**config.mk**
```make
export PLATFORM = sky130hd
export DESIGN_NAME = axi_aw_burst_slave_flat
export DESIGN_NICKNAME = d
export VERILOG_FILES = /design/src/rtl/axi_aw_burst_slave_pkg.sv /design/src/rtl/axi_aw_burst_slave_if.sv /design/src/rtl/axi_aw_burst_slave_cmd_fifo.sv /design/src/rtl/axi_aw_burst_slave.sv /design/src/flat_wrapper.sv
export SDC_FILE = /design/constraint.sdc
export NUM_CORES = 1
export LEC_CHECK = 0
export BUFFER_PORTS_ARGS = -buffer_cell sky130_fd_sc_hd__buf_2
export CAP_MARGIN = 20
export CORE_UTILIZATION = 57
export DETAILED_ROUTE_END_ITERATION = 12
export GPL_TIMING_DRIVEN = 0
export PLACE_DENSITY_LB_ADDON = 0.1
export SYNTH_ARGS = -nofsm -noshare
export SYNTH_HDL_FRONTEND = slang
export SYNTH_SLANG_ARGS = --single-unit
```
**constraint.sdc**
```tcl
create_clock -name clk -period 6.34 [get_ports clk]
set_input_delay 0.634 -clock clk [delete_from_list [all_inputs] [get_ports clk]]
set_output_delay 0.634 -clock clk [all_outputs]
set_load 0.05 [all_outputs]
```
**src/rtl/axi_aw_burst_slave_pkg.sv**
```systemverilog
// axi_pkg: shared AW command types and beat-address helpers for axi_aw_burst_slave.
package axi_pkg;
  localparam int AXI_ID_W = 12;
  localparam int AXI_ADDR_W = 32;
  typedef logic [AXI_ADDR_W-1:0] addr_t;
  typedef enum logic [1:0] {FIXED = 2'd0, INCR = 2'd1, WRAP = 2'd2, RSVD = 2'd3} burst_t;
  typedef struct packed {
    logic [AXI_ID_W-1:0] id;
    addr_t               addr;
    logic [3:0]          len;
    logic [2:0]          size;
    burst_t              burst;
    logic [12:0]         attr;
  } aw_cmd_t;
  function automatic addr_t beat_step(input logic [2:0] size);
    return addr_t'(1) << size;
  endfunction
  function automatic addr_t align_addr(input addr_t a, input logic [2:0] size);
    return a & ~(beat_step(size) - addr_t'(1));
  endfunction
  // (len+1)*2^size - 1, valid because legal wrap lengths make len+1 a power of two
  function automatic addr_t wrap_mask(input logic [3:0] len, input logic [2:0] size);
    return (addr_t'(len) << size) | (beat_step(size) - addr_t'(1));
  endfunction
  function automatic logic wrap_len_ok(input logic [3:0] len);
    return len inside {4'd1, 4'd3, 4'd7, 4'd15};
  endfunction
endpackage

```
**src/rtl/axi_aw_burst_slave_if.sv**
```systemverilog
// axi_aw_burst_slave_if: AW channel plus per-beat address stream bundle.
interface axi_aw_burst_slave_if #(
  parameter int ID_MAX_WIDTH = 12,
  parameter int ADDR_WIDTH = 32
);
  logic                    awvalid;
  logic                    awready;
  logic [ID_MAX_WIDTH-1:0] awid;
  logic [ADDR_WIDTH-1:0]   awaddr;
  logic [3:0]              awlen;
  logic [2:0]              awsize;
  logic [1:0]              awburst;
  logic [1:0]              awlock;
  logic [3:0]              awcache;
  logic [2:0]              awprot;
  logic [3:0]              awqos;
  logic                    beat_valid;
  logic                    beat_ready;
  logic [ADDR_WIDTH-1:0]   beat_addr;
  logic [ID_MAX_WIDTH-1:0] beat_id;
  logic [3:0]              beat_idx;
  logic                    beat_last;
  logic [12:0]             beat_attr;
  logic                    burst_err;
  modport slave (
    input  awvalid, awid, awaddr, awlen, awsize, awburst, awlock, awcache, awprot, awqos, beat_ready,
    output awready, beat_valid, beat_addr, beat_id, beat_idx, beat_last, beat_attr, burst_err
  );
  modport master (
    output awvalid, awid, awaddr, awlen, awsize, awburst, awlock, awcache, awprot, awqos, beat_ready,
    input  awready, beat_valid, beat_addr, beat_id, beat_idx, beat_last, beat_attr, burst_err
  );
endinterface

```
**src/rtl/axi_aw_burst_slave_cmd_fifo.sv**
```systemverilog
// axi_cmd_fifo: synchronous FIFO of aw_cmd_t; full/empty come from the registered count only.
module axi_cmd_fifo import axi_pkg::*; #(
  parameter int DEPTH = 2
) (
  input  logic    clk,
  input  logic    rst_n,
  input  logic    i_push,
  input  aw_cmd_t i_data,
  input  logic    i_pop,
  output aw_cmd_t o_data,
  output logic    o_full,
  output logic    o_empty
);
  localparam int PW = $clog2(DEPTH);
  aw_cmd_t       r_mem [DEPTH];
  logic [PW-1:0] r_wr, r_rd;
  logic [PW:0]   r_cnt;
  logic          w_push, w_pop;
  assign o_full = r_cnt == (PW+1)'(DEPTH);
  assign o_empty = r_cnt == '0;
  assign o_data = r_mem[r_rd];
  assign w_push = i_push && !o_full;
  assign w_pop = i_pop && !o_empty;
  always_ff @(posedge clk) if (w_push) r_mem[r_wr] <= i_data;
  always_ff @(posedge clk) begin
    if (!rst_n) begin
      r_wr <= '0;
      r_rd <= '0;
      r_cnt <= '0;
    end else begin
      if (w_push) r_wr <= r_wr + PW'(1);
      if (w_pop) r_rd <= r_rd + PW'(1);
      r_cnt <= r_cnt + (PW+1)'(w_push) - (PW+1)'(w_pop);
    end
  end
endmodule

```
**src/rtl/axi_aw_burst_slave.sv**
```systemverilog
// axi_aw_burst_slave: AW responder expanding queued commands into per-beat addresses.
// Define AXI_AW_WRAP_EN to generate WRAP bursts; otherwise WRAP is flagged illegal and run as INCR.
module axi_aw_burst_slave import axi_pkg::*; #(
  parameter int ID_MAX_WIDTH = 12,
  parameter int ADDR_WIDTH = 32,
  parameter int DATA_BYTES = 8,
  parameter int CMD_DEPTH = 2
) (
  input logic                 clk,
  input logic                 rst_n,
  axi_aw_burst_slave_if.slave bus
);
  localparam logic [0:0] S_IDLE = 1'b0;
  localparam logic [0:0] S_BURST = 1'b1;
  localparam logic [2:0] MAX_SIZE = 3'($clog2(DATA_BYTES));
  aw_cmd_t             w_push_cmd, w_head;
  logic                w_full, w_empty, w_pop, w_fire, w_last, w_err, w_wrap_ok, w_valid;
  logic [2:0]          w_size;
  burst_t              w_burst;
  addr_t               w_inc, w_next;
  logic [0:0]          r_state;
  addr_t               r_addr;
  logic [AXI_ID_W-1:0] r_id;
  logic [3:0]          r_idx, r_len;
  logic [2:0]          r_size;
  burst_t              r_burst;
  logic [12:0]         r_attr;
  logic                r_err;
  assign w_push_cmd = '{
    id:    AXI_ID_W'(bus.awid),
    addr:  AXI_ADDR_W'(bus.awaddr),
    len:   bus.awlen,
    size:  bus.awsize,
    burst: burst_t'(bus.awburst),
    attr:  {bus.awlock, bus.awcache, bus.awprot, bus.awqos}
  };
  axi_cmd_fifo #(.DEPTH(CMD_DEPTH)) u_fifo (
    .clk     (clk),
    .rst_n   (rst_n),
    .i_push  (bus.awvalid && bus.awready),
    .i_data  (w_push_cmd),
    .i_pop   (w_pop),
    .o_data  (w_head),
    .o_full  (w_full),
    .o_empty (w_empty)
  );
  always_comb begin
    w_valid = r_state == S_BURST;
    w_fire = w_valid && bus.beat_ready;
    w_last = r_idx == r_len;
    w_pop = !w_empty && (!w_valid || (w_fire && w_last));
`ifdef AXI_AW_WRAP_EN
    w_wrap_ok = w_head.burst == WRAP && wrap_len_ok(w_head.len);
`else
    w_wrap_ok = 1'b0;
`endif
    w_size = w_head.size > MAX_SIZE ? MAX_SIZE : w_head.size;
    w_burst = w_head.burst == FIXED ? FIXED : w_wrap_ok ? WRAP : INCR;
    w_err = w_head.burst == RSVD || (w_head.burst == WRAP && !w_wrap_ok) || w_head.size > MAX_SIZE;
    w_inc = align_addr(r_addr, r_size) + beat_step(r_size);
`ifdef AXI_AW_WRAP_EN
    w_next = r_burst == FIXED ? r_addr :
             r_burst == WRAP  ? (r_addr & ~wrap_mask(r_len, r_size)) | (w_inc & wrap_mask(r_len, r_size)) :
             w_inc;
`else
    w_next = r_burst == FIXED ? r_addr : w_inc;
`endif
  end
  always_ff @(posedge clk) begin
    if (!rst_n) begin
      r_state <= S_IDLE;
      r_addr <= '0;
      r_id <= '0;
      r_idx <= '0;
      r_len <= '0;
      r_size <= '0;
      r_burst <= FIXED;
      r_attr <= '0;
      r_err <= 1'b0;
    end else begin
      r_err <= w_pop && w_err;
      if (w_pop) begin
        r_state <= S_BURST;
        r_addr <= w_head.addr;
        r_id <= w_head.id;
        r_idx <= '0;
        r_len <= w_head.len;
        r_size <= w_size;
        r_burst <= w_burst;
        r_attr <= w_head.attr;
      end else if (w_fire) begin
        r_state <= w_last ? S_IDLE : S_BURST;
        if (!w_last) begin
          r_idx <= r_idx + 4'd1;
          r_addr <= w_next;
        end
      end
    end
  end
  // full is taken from the registered count, so a pop in the same cycle never reopens awready
  assign bus.awready = rst_n && !w_full;
  assign bus.beat_valid = w_valid;
  assign bus.beat_addr = ADDR_WIDTH'(r_addr);
  assign bus.beat_id = ID_MAX_WIDTH'(r_id);
  assign bus.beat_idx = r_idx;
  assign bus.beat_last = w_valid && w_last;
  assign bus.beat_attr = r_attr;
  assign bus.burst_err = r_err;
endmodule

```
**src/flat_wrapper.sv**
```systemverilog
// flat-port wrapper written by rule: the top's interface ports become plain ports
module axi_aw_burst_slave_flat import axi_pkg::*;
#(
  parameter int ID_MAX_WIDTH = 12,
  parameter int ADDR_WIDTH = 32,
  parameter int DATA_BYTES = 8,
  parameter int CMD_DEPTH = 2
)
  (clk, rst_n, bus_awvalid, bus_awid, bus_awaddr, bus_awlen, bus_awsize, bus_awburst, bus_awlock, bus_awcache, bus_awprot, bus_awqos, bus_beat_ready, bus_awready, bus_beat_valid, bus_beat_addr, bus_beat_id, bus_beat_idx, bus_beat_last, bus_beat_attr, bus_burst_err);
  axi_aw_burst_slave_if #(.ID_MAX_WIDTH(ID_MAX_WIDTH), .ADDR_WIDTH(ADDR_WIDTH)) bus_i ();
  input logic clk;
  input logic rst_n;
  input wire logic [$bits(bus_i.awvalid)-1:0] bus_awvalid;
  input wire logic [$bits(bus_i.awid)-1:0] bus_awid;
  input wire logic [$bits(bus_i.awaddr)-1:0] bus_awaddr;
  input wire logic [$bits(bus_i.awlen)-1:0] bus_awlen;
  input wire logic [$bits(bus_i.awsize)-1:0] bus_awsize;
  input wire logic [$bits(bus_i.awburst)-1:0] bus_awburst;
  input wire logic [$bits(bus_i.awlock)-1:0] bus_awlock;
  input wire logic [$bits(bus_i.awcache)-1:0] bus_awcache;
  input wire logic [$bits(bus_i.awprot)-1:0] bus_awprot;
  input wire logic [$bits(bus_i.awqos)-1:0] bus_awqos;
  input wire logic [$bits(bus_i.beat_ready)-1:0] bus_beat_ready;
  output wire logic [$bits(bus_i.awready)-1:0] bus_awready;
  output wire logic [$bits(bus_i.beat_valid)-1:0] bus_beat_valid;
  output wire logic [$bits(bus_i.beat_addr)-1:0] bus_beat_addr;
  output wire logic [$bits(bus_i.beat_id)-1:0] bus_beat_id;
  output wire logic [$bits(bus_i.beat_idx)-1:0] bus_beat_idx;
  output wire logic [$bits(bus_i.beat_last)-1:0] bus_beat_last;
  output wire logic [$bits(bus_i.beat_attr)-1:0] bus_beat_attr;
  output wire logic [$bits(bus_i.burst_err)-1:0] bus_burst_err;
  assign bus_i.awvalid = bus_awvalid;
  assign bus_i.awid = bus_awid;
  assign bus_i.awaddr = bus_awaddr;
  assign bus_i.awlen = bus_awlen;
  assign bus_i.awsize = bus_awsize;
  assign bus_i.awburst = bus_awburst;
  assign bus_i.awlock = bus_awlock;
  assign bus_i.awcache = bus_awcache;
  assign bus_i.awprot = bus_awprot;
  assign bus_i.awqos = bus_awqos;
  assign bus_i.beat_ready = bus_beat_ready;
  assign bus_awready = bus_i.awready;
  assign bus_beat_valid = bus_i.beat_valid;
  assign bus_beat_addr = bus_i.beat_addr;
  assign bus_beat_id = bus_i.beat_id;
  assign bus_beat_idx = bus_i.beat_idx;
  assign bus_beat_last = bus_i.beat_last;
  assign bus_beat_attr = bus_i.beat_attr;
  assign bus_burst_err = bus_i.burst_err;
  axi_aw_burst_slave #(.ID_MAX_WIDTH(ID_MAX_WIDTH), .ADDR_WIDTH(ADDR_WIDTH), .DATA_BYTES(DATA_BYTES), .CMD_DEPTH(CMD_DEPTH)) u_core (.clk(clk), .rst_n(rst_n), .bus(bus_i));
endmodule
```
After elaboration in Yosys (flattened, before gate mapping)

Memory sizes are Yosys's and may differ from the RTL's. A register that Yosys moved wholly into a read port is not among the register bits.
Index checks and enable logic that the tools add are counted.

Input port bits: 70
Memories kept: 1
Bits in writable memories: 132
Flip-flop bits (word level): 76
Word-level logic and storage cells: 67

Memory list:

| memory              | depth | bits a word | rd ports | clocked after memory_dff | write ports | RTL line                          | RTL |
|---|---|---|---|---|---|---|---|
| u_core.u_fifo.r_mem | 2     | 66          | 1        | 1                        | 1           | axi_aw_burst_slave_cmd_fifo.sv:15 | `aw_cmd_t r_mem [DEPTH];` |

Add/subtract/negate cells: 7
Mux-type cells: 13
Magnitude comparators: 1
Shift operators: 1
Bitwise gates (word level): 4
Eq/ne operators: 6
Reductions and logical operators: 22

Operators with widths:

| kind                    | count |
|---|---|
| $mux W32                | 4 |
| $add A32 B32 Y32        | 1 |
| $and A32 B32 Y32        | 1 |
| $not A32 Y32            | 1 |
| $shl A1 B3 Y32 const A  | 1 |
| $sub A32 B1 Y32 const B | 1 |
| $logic_and A1 B1 Y1     | 9 |
| $mux W1                 | 8 |
| $eq A2 B2 Y1 const B    | 3 |
| $logic_not A2 Y1        | 3 |
| $add A4 B1 Y4 const B   | 1 |
| $eq A4 B4 Y1            | 1 |
| $ne A2 B2 Y1 const B    | 2 |
| $gt A3 B2 Y1 const B    | 1 |
| $logic_not A1 Y1        | 3 |
| $logic_or A1 B1 Y1      | 3 |
| $mux W3                 | 1 |
| $reduce_and A3 Y1       | 1 |
| $add A1 B1 Y1 const B   | 2 |
| $add A2 B1 Y2           | 1 |
| $not A1 Y1              | 2 |
| $reduce_and A2 Y1       | 1 |
| $reduce_bool A2 Y1      | 1 |
| $reduce_or A2 Y1        | 1 |
| $sub A2 B1 Y2           | 1 |

Depth between registers and ports, before layout

Gate-level depths: netlist of the first run.

Depth in word-level cells: 9
Depth in mapped cells: 15

By module

From an unflattened synthesis of the first run, not the netlist that was laid out.

Cell total of the unflattened synthesis: 752
Area, all modules: 9125.0 um^2

Modules (own cells, without submodules):

| module             | instances | area an instance (um^2) | sequential area each (um^2) | cells each |
|---|---|---|---|---|
| axi_cmd_fifo       | 1         | 5157.4                  | 4063.9                      | 232 |
| axi_aw_burst_slave | 1         | 3967.6                  | 1421.4                      | 520 |

Worst setup path after synthesis of the first run

No wires, ideal clock.

Kind: input port to flip-flop
From: input port rst_n
To: memory u_core.u_fifo.r_mem[0][0] (netlist name) (enable)
Library setup time: 0.491 ns
Data required time: 5.849 ns
Stages on the path: 6
Setup slack: 0.785 ns
Arrival time: 5.064 ns
Cell sequence: clkbuf_1 inv_1 clkbuf_1 a21oi_1 nand2_1 nor2_1

Cells in the longest elaborated chain, start to end: 5

RTL lines:

| what                          | RTL line                          | RTL |
|---|---|---|
| start, declared               | flat_wrapper.sv:12                | `input logic rst_n;` |
| $logic_and A1 B1 Y1           | axi_aw_burst_slave.sv:101         | `assign bus.awready = rst_n && !w_full;` |
| named net bus_awready         | flat_wrapper.sv:24                | `output wire logic [$bits(bus_i.awready)-1:0] bus_awready;` |
| $logic_and A1 B1 Y1           | axi_aw_burst_slave.sv:40          | `.i_push (bus.awvalid && bus.awready),` |
| $logic_and A1 B1 Y1           | axi_aw_burst_slave_cmd_fifo.sv:22 | `assign w_push = i_push && !o_full;` |
| $mux W1                       | axi_aw_burst_slave_cmd_fifo.sv:24 | `always_ff @(posedge clk) if (w_push) r_mem[r_wr] <= i_data;` |
| $mux W1 (implied by the code) | axi_aw_burst_slave_cmd_fifo.sv:24 |  |
| end, declared                 | axi_aw_burst_slave_cmd_fifo.sv:15 |  |

The timed path passes the listed nets, and every way through them passes these cells.

Worst setup path in the final report of the first run

From: register u_core.r_size[1]
To: register u_core.r_addr[27] (netlist: u_core.bus.beat_addr[27])

Cells in the longest elaborated chain, start to end: 9

RTL lines:

| what                   | RTL line                     | RTL |
|---|---|---|
| start, declared        | axi_aw_burst_slave.sv:25     | `logic [2:0] r_size;` |
| start signal, assigned | axi_aw_burst_slave.sv:88     | `r_size <= w_size;` |
| $shl A1 B3 Y32 *       | axi_aw_burst_slave_pkg.sv:16 | `return addr_t'(1) << size;` |
| $sub A32 B1 Y32        | axi_aw_burst_slave_pkg.sv:19 | `return a & ~(beat_step(size) - addr_t'(1));` |
| $not A32 Y32           | axi_aw_burst_slave_pkg.sv:19 |  |
| $and A32 B32 Y32       | axi_aw_burst_slave_pkg.sv:19 |  |
| $add A32 B32 Y32 *     | axi_aw_burst_slave.sv:60     | `w_inc = align_addr(r_addr, r_size) + beat_step(r_size);` |
| $mux W32 *             | axi_aw_burst_slave.sv:66     | `w_next = r_burst == FIXED ? r_addr : w_inc;` |
| $mux W32 *             | axi_aw_burst_slave.sv:93     | `if (!w_last) begin` |
| $mux W32 *             | axi_aw_burst_slave.sv:91     | `end else if (w_fire) begin` |
| $mux W32 *             | axi_aw_burst_slave.sv:82     | `if (w_pop) begin` |
| end signal, assigned   | axi_aw_burst_slave.sv:84     | `r_addr <= w_head.addr;` |
| end signal, assigned   | axi_aw_burst_slave.sv:95     | `r_addr <= w_next;` |
| end, declared          | axi_aw_burst_slave.sv:22     | `addr_t r_addr;` |

Every way passes the cells marked *; elsewhere a longest branch is shown, timed or not. The select of a mux whose other input is x is not followed.
A chain may end at the register's enable or synchronous reset.

==> flow_summary.ini, run 1 <==
[place]
gp_congestion = 0.942
place_inst = 1025
portBuffers = 133
place_ws_ps = 2400
hpwlAfterDp_mm = 15.2
placedInstanceArea_um2 = 9690

[pwr]
power.total_mw = 5.41
p_per_area_nw_per_um2 = 520
pwr-share-seq_pct = 36.0
ir_drop_uv = 331
switching_share_pct = 42.9
power.share.clock_pct = 23.3
p_leak_nw = 3.84
intPower_mw = 3.09
power_frac_comb_pct = 40.7
switchingPower_mw = 2.32

[clock_tree]
postCtsHoldBufs = 0
cts_htree_levels = 1
cts.sinks = 208
worstSkewPairLatency_ps = 500
clk_pin_slew_worst_paths_ps = 60
cts_max_path_buffers = 3
cts_made_buffers = 22
cts_setup_buffers = 0
cts_resized = 0
cts-root-buf = clkbuf_16
tritoncts = built

[route]
antenna_left = 0
vias_per_cell = 6.04
met1_length_mm = 8.88
dr.pass1.iters = 10
met3WireLength_mm = 1.64
route.detailed.drc = 10
wl_per_cell_um = 20.5
routed_wl_mm = 21.9
first_iter_violations = 515
top_layer_used = met4
wl_met2_mm = 10.8
num_vias = 6434

[grt]
antenna_found_initial = 0
grt_pass1_wl_mm = 33.7
grt_pass1_vias = 6354
grtUsageTotal_pct = 27.7
grt_max_degree = 27
global_route.overflow_total = 0

[synthesis]
synth_cell_types = 70
synthCells = 704
synth.area.top_cells = edfxtp_1 (46%), dfxtp_1 (17%), mux2i_1 (6.6%)
yosysTopAreaCell = edfxtp_1
yosysSeqAreaShare_pct = 63.1
synth_async_sr_flop_share_pct = 0
syn-num-nets = 781
synthesis.area_um2 = 8700
yosys_warnings = 0
synth_edf_count = 132
synth_top_area_share_pct = 45.6
synth_area_per_cell_um2 = 12.4
ys_ff_latch = 208
synthFlopType = edfxtp_1

[final_layout]
fin_cells = 1065
layout-drive-gt1-share_pct = 22.8
fill_cells = 1072
nNetsFinal = 942
synthToLayoutAreaGrowth_pct = 19.8
finish.utilization_pct = 70.8
antenna_cells = 0
final_area_um2 = 10400

[setup_path]
r2r_slack_ps = 2320
r2r-end = u_core.bus.beat_addr[27]$_SDFFE_PN0P_
reg2regPathDepth = 13
crit_path_start_kind = flop
worstSetupPathType = flop to flop
rr_startpoint = u_core.r_size[1]$_SDFFE_PN0P_
cp.arrival_ps = 4450
end_kind = flop
path_max_fanout = 10
required_ps = 6760
cp-startpoint = u_core.r_size[1]$_SDFFE_PN0P_

[timing]
skew_ps = 15.0
final-setup-viol-count = 0
rsz0062_at_grt = false
timing.final.crit_share_pct = 63.5
worst_slack_ps = 2320
drv_slew = 0
hold_viol = 0
worstMarginPinSlew_ps = 1010
max_freq_ghz = 0.249
fin_crit_ps = 4020
maxSlewHeadroom_pct = 32.3

[outcome]
violations = design-rule violations
status = complete, but fails checks

[floorplanning]
fp-row-count = 44
die_h_um = 126
core_area_um2 = 14700
pin_count = 135
initial_utilization_pct = 59.2
die-area_um2 = 15800
fp.dieW_um = 126

[job]
cap_violations = 0

[hold_path]
hold_depth = 1
holdPathEnd = u_core.u_fifo.r_mem[1][51]$_DFFE_PP_
hold_path_class = input pin to flop
hold_start = bus_awaddr[29]
==> worst max path at each step <==
stage | end | slack, ps | cells past startpoint
3_5_place_dp | u_core.bus.beat_addr[27]$_SDFFE_PN0P_ | 2400 | 13
6_report | u_core.bus.beat_addr[27]$_SDFFE_PN0P_ | 2320 | 13
5_1_grt | u_core.bus.beat_addr[27]$_SDFFE_PN0P_ | 2150 | 13
4_1_cts | u_core.bus.beat_addr[27]$_SDFFE_PN0P_ | 2370 | 13
3_3_place_gp | u_core.u_fifo.r_mem[1][23]$_DFFE_PP_ | -270 | 6
2_1_floorplan | u_core.u_fifo.r_mem[0][0]$_DFFE_PP_ | 790 | 6
==> metal layers <==
layer  track usage, %  up-vias
li1                 -     3022
met1             34.7     3107
met2             48.3      262
met3             5.48       43
met4             9.04        0
met5                0        -
==> sequential cells by signal, indices dropped and copies added (netlist names), named ones only <==
name and cells:
u_core.bus.beat_valid 1, u_core.r_len 4, u_core.r_burst 1, u_core.r_size 3, u_core.bus.burst_err 1, u_core.u_fifo.r_mem 132
u_core.bus.beat_id 12, u_core.bus.beat_addr 32, u_core.u_fifo.r_cnt 2, u_core.u_fifo.r_rd 1, u_core.bus.beat_idx 4, u_core.bus.beat_attr 13
u_core.u_fifo.r_wr 1
==> cell families (layout without fill, tap and decap cells) <==
logic type / Yosys count / count (layout) / share of synthesized area (%)
simple gates: 190 / 190 / 11.0
buf+inv: 59 / 236 / 2.89
flops: 208 / 208 / 63.1
mux: 63 / 63 / 7.34
xor+xnor: 16 / 16 / 1.61
compound gates: 161 / 161 / 13.1
fa+ha+maj: 7 / 7 / 1.01
==> synthesized netlist by cell type (3+ instances only) <==
| master | instances |
|---|---|
| edfxtp_1 | 132 |
| dfxtp_1 | 76 |
| nor2_1 | 66 |
| mux2i_1 | 57 |
| nand2_1 | 38 |
| a211oi_1 | 32 |
| clkbuf_1 | 32 |
| a21oi_1 | 26 |
| o21ai_0 | 25 |
| o211ai_1 | 16 |
| inv_1 | 14 |
| nand3_1 | 13 |
| xnor2_1 | 11 |
| a31oi_1 | 10 |
| and3_1 | 10 |
| or4_1 | 10 |
| buf_2 | 8 |
| nand4_1 | 8 |
| ha_1 | 7 |
| and2_1 | 6 |
| mux2_2 | 6 |
| nor3_1 | 6 |
| nor4_1 | 6 |
| or3_1 | 6 |
| a21o_1 | 5 |
| xor2_1 | 5 |
| and4_1 | 4 |
| nor2b_1 | 4 |
| o2bb2ai_1 | 4 |
| o311ai_0 | 4 |
| o21a_1 | 3 |
| o31a_1 | 3 |
| o31ai_1 | 3 |
| o32a_1 | 3 |
==> area by class of cell <==
cell class	instances	area (um^2)	area share, %
sequential	208	5490	52.7
multi-input combinational	437	2970	28.6
timing repair buffer	137	753	7.23
clock buffer	33	653	6.27
tap	184	230	2.21
buffer	45	199	1.91
clock inverter	7	66.3	0.637
inverter	14	52.6	0.505
==> power by group through the flow <==
| stage | clock network, mW | logic (mW) | registers [mW] |
|---|---|---|---|
| 2_1_floorplan | 0 | 0.988 | 2.54 |
| 5_1_grt | 1.33 | 2.35 | 1.98 |
| 6_report | 1.26 | 2.20 | 1.95 |
| 4_1_cts | 1.27 | 2.20 | 1.94 |
| 3_3_place_gp | 0 | 2.13 | 1.96 |
| 3_5_place_dp | 0 | 2.19 | 1.96 |
==> worst max-delay path, cell delays in order (launching register included) <==
cell,delay (ps)
dfxtp_1,300
buf_2,200
buf_2,250
clkbuf_1,420
and3_1,260
inv_1,50
ha_1,270
and2_1,160
ha_1,350
o21ai_1,120
a211oi_2,420
o2111ai_1,420
or4_1,540
a31oi_1,180
==> cells in the final DEF (no fill, tap or decap), drive strengths merged, types with 4 or more instances in the layout <==
| cell | Yosys | layout |
|---|---|---|
| or3 | 6 | 6 |
| xor2 | 5 | 5 |
| ha | 7 | 7 |
| a21o | 5 | 5 |
| edfxtp | 132 | 132 |
| xnor2 | 11 | 11 |
| nand2 | 39 | 39 |
| and2 | 6 | 6 |
| a211oi | 33 | 33 |
| nor2 | 66 | 66 |
| nand4 | 8 | 8 |
| nor3 | 6 | 6 |
| or4 | 10 | 10 |
| a21oi | 26 | 26 |
| buf | 12 | 149 |
| o311ai | 4 | 4 |
| and3 | 10 | 10 |
| o21ai | 27 | 27 |
| mux2 | 6 | 6 |
| nand3 | 14 | 14 |
| nor4 | 6 | 6 |
| clkbuf | 33 | 66 |
| o2bb2ai | 4 | 4 |
| mux2i | 57 | 57 |
| nor2b | 4 | 4 |
| and4 | 4 | 4 |
| a31oi | 10 | 10 |
| o211ai | 17 | 17 |
| dfxtp | 76 | 76 |
| inv | 14 | 14 |
==> stage by stage <==
step                      hold WS [ps]  setup TNS [ps]
after CTS                          300               0
after global routing               307               0
final                              313               0
after detailed placement           471               0
after global placement             456          -35710
after floorplan                    481               0
Note: power is estimated with default switching activity, not from simulation.
==> run 2: changes to the inputs <==
--- a/config.mk
+++ b/config.mk
@@ -5,6 +5,7 @@
 export SDC_FILE = /design/constraint.sdc
 export NUM_CORES = 1
 export LEC_CHECK = 0
+export ABC_AREA = 1
 export BUFFER_PORTS_ARGS = -buffer_cell sky130_fd_sc_hd__buf_2
 export CAP_MARGIN = 20
 export CORE_UTILIZATION = 57
==> constraint.sdc (replaced) <==
create_clock -name clk -period 4.15 [get_ports clk]
set_input_delay 0.415 -clock clk [delete_from_list [all_inputs] [get_ports clk]]
set_output_delay 0.415 -clock clk [all_outputs]
set_load 0.05 [all_outputs]
==> run 2 against run 1 <==
- the flow still finishes with violations (design-rule violations)
- non-clock buffer count fell by 9
- cell count rose by 25%
- register-to-register slack got worse by 1000 ps
- via count rose by 9.8%
- critical path depth rose by 2
- sequential share of layout area fell by 2.4 points
- clock-buffer cell count fell by 3
- sequential power rose by 48%
- fmax rose by 42%
- die area rose by 5.5%
- clock power rose by 50%
- flip-flop and latch count did not move
- critical endpoint is now u_core.bus.beat_addr[10]$_SDFFE_PN0P_
- largest cell class unchanged
- largest power group unchanged
==> flow_summary.ini, run 2 <==
[setup_path]
rr_startpoint = u_core.r_size[2]$_SDFFE_PN0P_
crit_path_start_kind = flop
cp.arrival_ps = 3260
r2r_slack_ps = 1310
end_kind = flop
path_max_fanout = 7
reg2regPathDepth = 15
required_ps = 4570
worstSetupPathType = flop to flop
r2r-end = u_core.bus.beat_addr[10]$_SDFFE_PN0P_

[timing]
hold_viol = 0
max_freq_ghz = 0.353
timing.final.crit_share_pct = 68.3
fin_crit_ps = 2840
final-setup-viol-count = 0
skew_ps = 22.9
worst_slack_ps = 1310
drv_slew = 0
maxSlewHeadroom_pct = 52.7
rsz0062_at_grt = false
worstMarginPinSlew_ps = 704

[route]
antenna_left = 0
wl_per_cell_um = 16.4
vias_per_cell = 5.29
dr.pass1.iters = 9
routed_wl_mm = 21.9
num_vias = 7064
first_iter_violations = 563
route.detailed.drc = 2

[pwr]
power_frac_comb_pct = 41.0
intPower_mw = 4.54
pwr-share-seq_pct = 35.7
power.total_mw = 8.07
ir_drop_uv = 430
p_per_area_nw_per_um2 = 739
switchingPower_mw = 3.53
power.share.clock_pct = 23.4
p_leak_nw = 4.49
switching_share_pct = 43.7

[synthesis]
synth.area.top_cells = edfxtp_1 (43%), dfxtp_1 (17%), nand2_1 (9.6%)
ys_ff_latch = 208
synth_async_sr_flop_share_pct = 0
syn-num-nets = 1018
synthesis.area_um2 = 9190
yosysTopAreaCell = edfxtp_1
synth_area_per_cell_um2 = 9.76
synthFlopType = edfxtp_1
yosys.cell_count.top_type = nand2_1
synth_cell_types = 47
yosys_warnings = 0
synth_top_area_share_pct = 43.2
synthCells = 941
synth_edf_count = 132
yosysSeqAreaShare_pct = 59.7
synth.top_cells.by_count = nand2_1 (235), edfxtp_1 (132), dfxtp_1 (76)

[place]
place_inst = 1294
gp_congestion = 0.930
place_ws_ps = 1320
portBuffers = 133
placedInstanceArea_um2 = 10200
hpwlAfterDp_mm = 15.8

[grt]
met1_usage_pct = 37.4
antenna_found_initial = 1
grt_pass1_wl_mm = 34.1
grt_use_met2_pct = 44.5
grt_max_degree = 34
use_met3_pct = 4.20
grt_busiest_layer = met2
grtUsageTotal_pct = 27.1
grt_pass1_vias = 6738
global_route.overflow_total = 0

[clock_tree]
worstSkewPairLatency_ps = 530
cts_made_buffers = 22
postCtsHoldBufs = 0
cts-root-buf = clkbuf_16
cts_max_path_buffers = 3
cts.sinks = 208
cts_htree_levels = 1
clk_pin_slew_worst_paths_ps = 60
cts_resized = 0
tritoncts = built
cts_setup_buffers = 0

[final_layout]
final_common_cell = nand2_1
regMostFlops = u_core.u_fifo.r_mem
final_cell_mix = nand2_1 (235), buf_2 (144), edfxtp_1 (132)
largest_reg_flops = 132
nNetsFinal = 1179
layout-drive-gt1-share_pct = 21.3
fin_cells = 1335
seq_area_um2 = 5490
multi_input_area_um2 = 3240
synthToLayoutAreaGrowth_pct = 18.9
final_area_um2 = 10900
fill_cells = 1248

[floorplanning]
fp.dieW_um = 129
fp-row-count = 46
die-area_um2 = 16600
pin_count = 135
initial_utilization_pct = 58.0
core_area_um2 = 15800
die_h_um = 129

[hold_path]
holdPathEnd = u_core.u_fifo.r_mem[1][7]$_DFFE_PP_
hold_path_class = input pin to flop
hold_depth = 1
hold_start = bus_awcache[0]

[outcome]
status = complete, but fails checks
violations = design-rule violations

[job]
cap_violations = 0
[run 2: cell count changes in the layout (fill, tap and decap cells not counted), moves of 25 or more]
| cell | delta |
|---|---|
| nand2_1 | +197 |
| a21oi_1 | +27 |
| nand3_1 | +46 |
| o21ai_0 | +42 |
| mux2i_1 | -25 |
| a211oi_1 | -31 |
| inv_1 | +53 |
[run 2: final cells by class]
cell class              count  share of cell area, %
clock inverters            10                  0.939
flip-flops and latches    208                   50.2
repair buffers            137                   6.83
diodes                      1                 0.0229
well taps                 216                   2.47
plain buffers              36                   1.75
multi-input cells         622                   29.6
inverters                  75                   2.61
clock buffers              30                   5.50
[run 2: worst max path at each step]
| stage | slack, ps | endpoint | cells after the start | startpoint |
|---|---|---|---|---|
| 2_1_floorplan | -870 | u_core.u_fifo.r_mem[0][0]$_DFFE_PP_ | 5 | rst_n |
| 3_3_place_gp | -2170 | u_core.u_fifo.r_mem[1][48]$_DFFE_PP_ | 5 | rst_n |
| 3_5_place_dp | 1320 | u_core.bus.beat_addr[10]$_SDFFE_PN0P_ | 15 | u_core.r_size[2]$_SDFFE_PN0P_ |
| 4_1_cts | 1320 | u_core.bus.beat_addr[18]$_SDFFE_PN0P_ | 15 | u_core.r_size[0]$_SDFFE_PN0P_ |
| 5_1_grt | 1020 | u_core.bus.beat_addr[10]$_SDFFE_PN0P_ | 15 | u_core.r_size[0]$_SDFFE_PN0P_ |
| 6_report | 1310 | u_core.bus.beat_addr[10]$_SDFFE_PN0P_ | 15 | u_core.r_size[2]$_SDFFE_PN0P_ |
[run 2: worst max-delay path: stages, from the launching register on]
cell	delay [ps]
dfxtp_1	580
nand2_4	130
nor2_1	150
inv_1	60
ha_1	280
nand2_1	60
inv_1	40
ha_1	320
a31oi_1	360
inv_1	140
nand2_1	120
nand3_4	150
nor2_1	120
nor2_1	40
o21ai_0	140
nor2_1	50
[run 2: kinds of logic after synthesis]
kind of cell / Yosys count / share of synthesized area [%]
simple gates: 431 / 21.0
flops: 208 / 59.7
compound gates: 141 / 8.65
buf+inv: 111 / 5.19
mux: 32 / 3.49
xor+xnor: 11 / 1.05
fa+ha+maj: 7 / 0.954
[run 2: metrics by stage]
step / TNS (ps) / util [%] / hold WS, ps
final: 0 / 69.0 / 72.1
after global routing: 0 / 69.0 / 68.2
after CTS: 0 / 69.0 / 64.6
after detailed placement: 0 / 64.5 / 439
after global placement: -282680 / 63.9 / 434
after floorplan: -114820 / - / 441
[run 2: routing by layer]
layer  part of all wire [%]  routed length [um]  vias up
met2                     47               10200      220
met5                      0                   0        -
met3                    6.4                1410       31
met4                    2.0                 441        0
li1                       -                   -     3533
met1                     45                9850     3280
[run 2: power groups by stage]
stage / combinational [mW] / sequential [mW] / clock [mW]
final: 3.30 / 2.88 / 1.89
after global routing: 3.60 / 2.91 / 1.99
after CTS: 3.30 / 2.87 / 1.92
after detailed placement: 3.28 / 2.91 / 0
after global placement: 3.22 / 2.92 / 0
after floorplan: 1.62 / 3.62 / 0
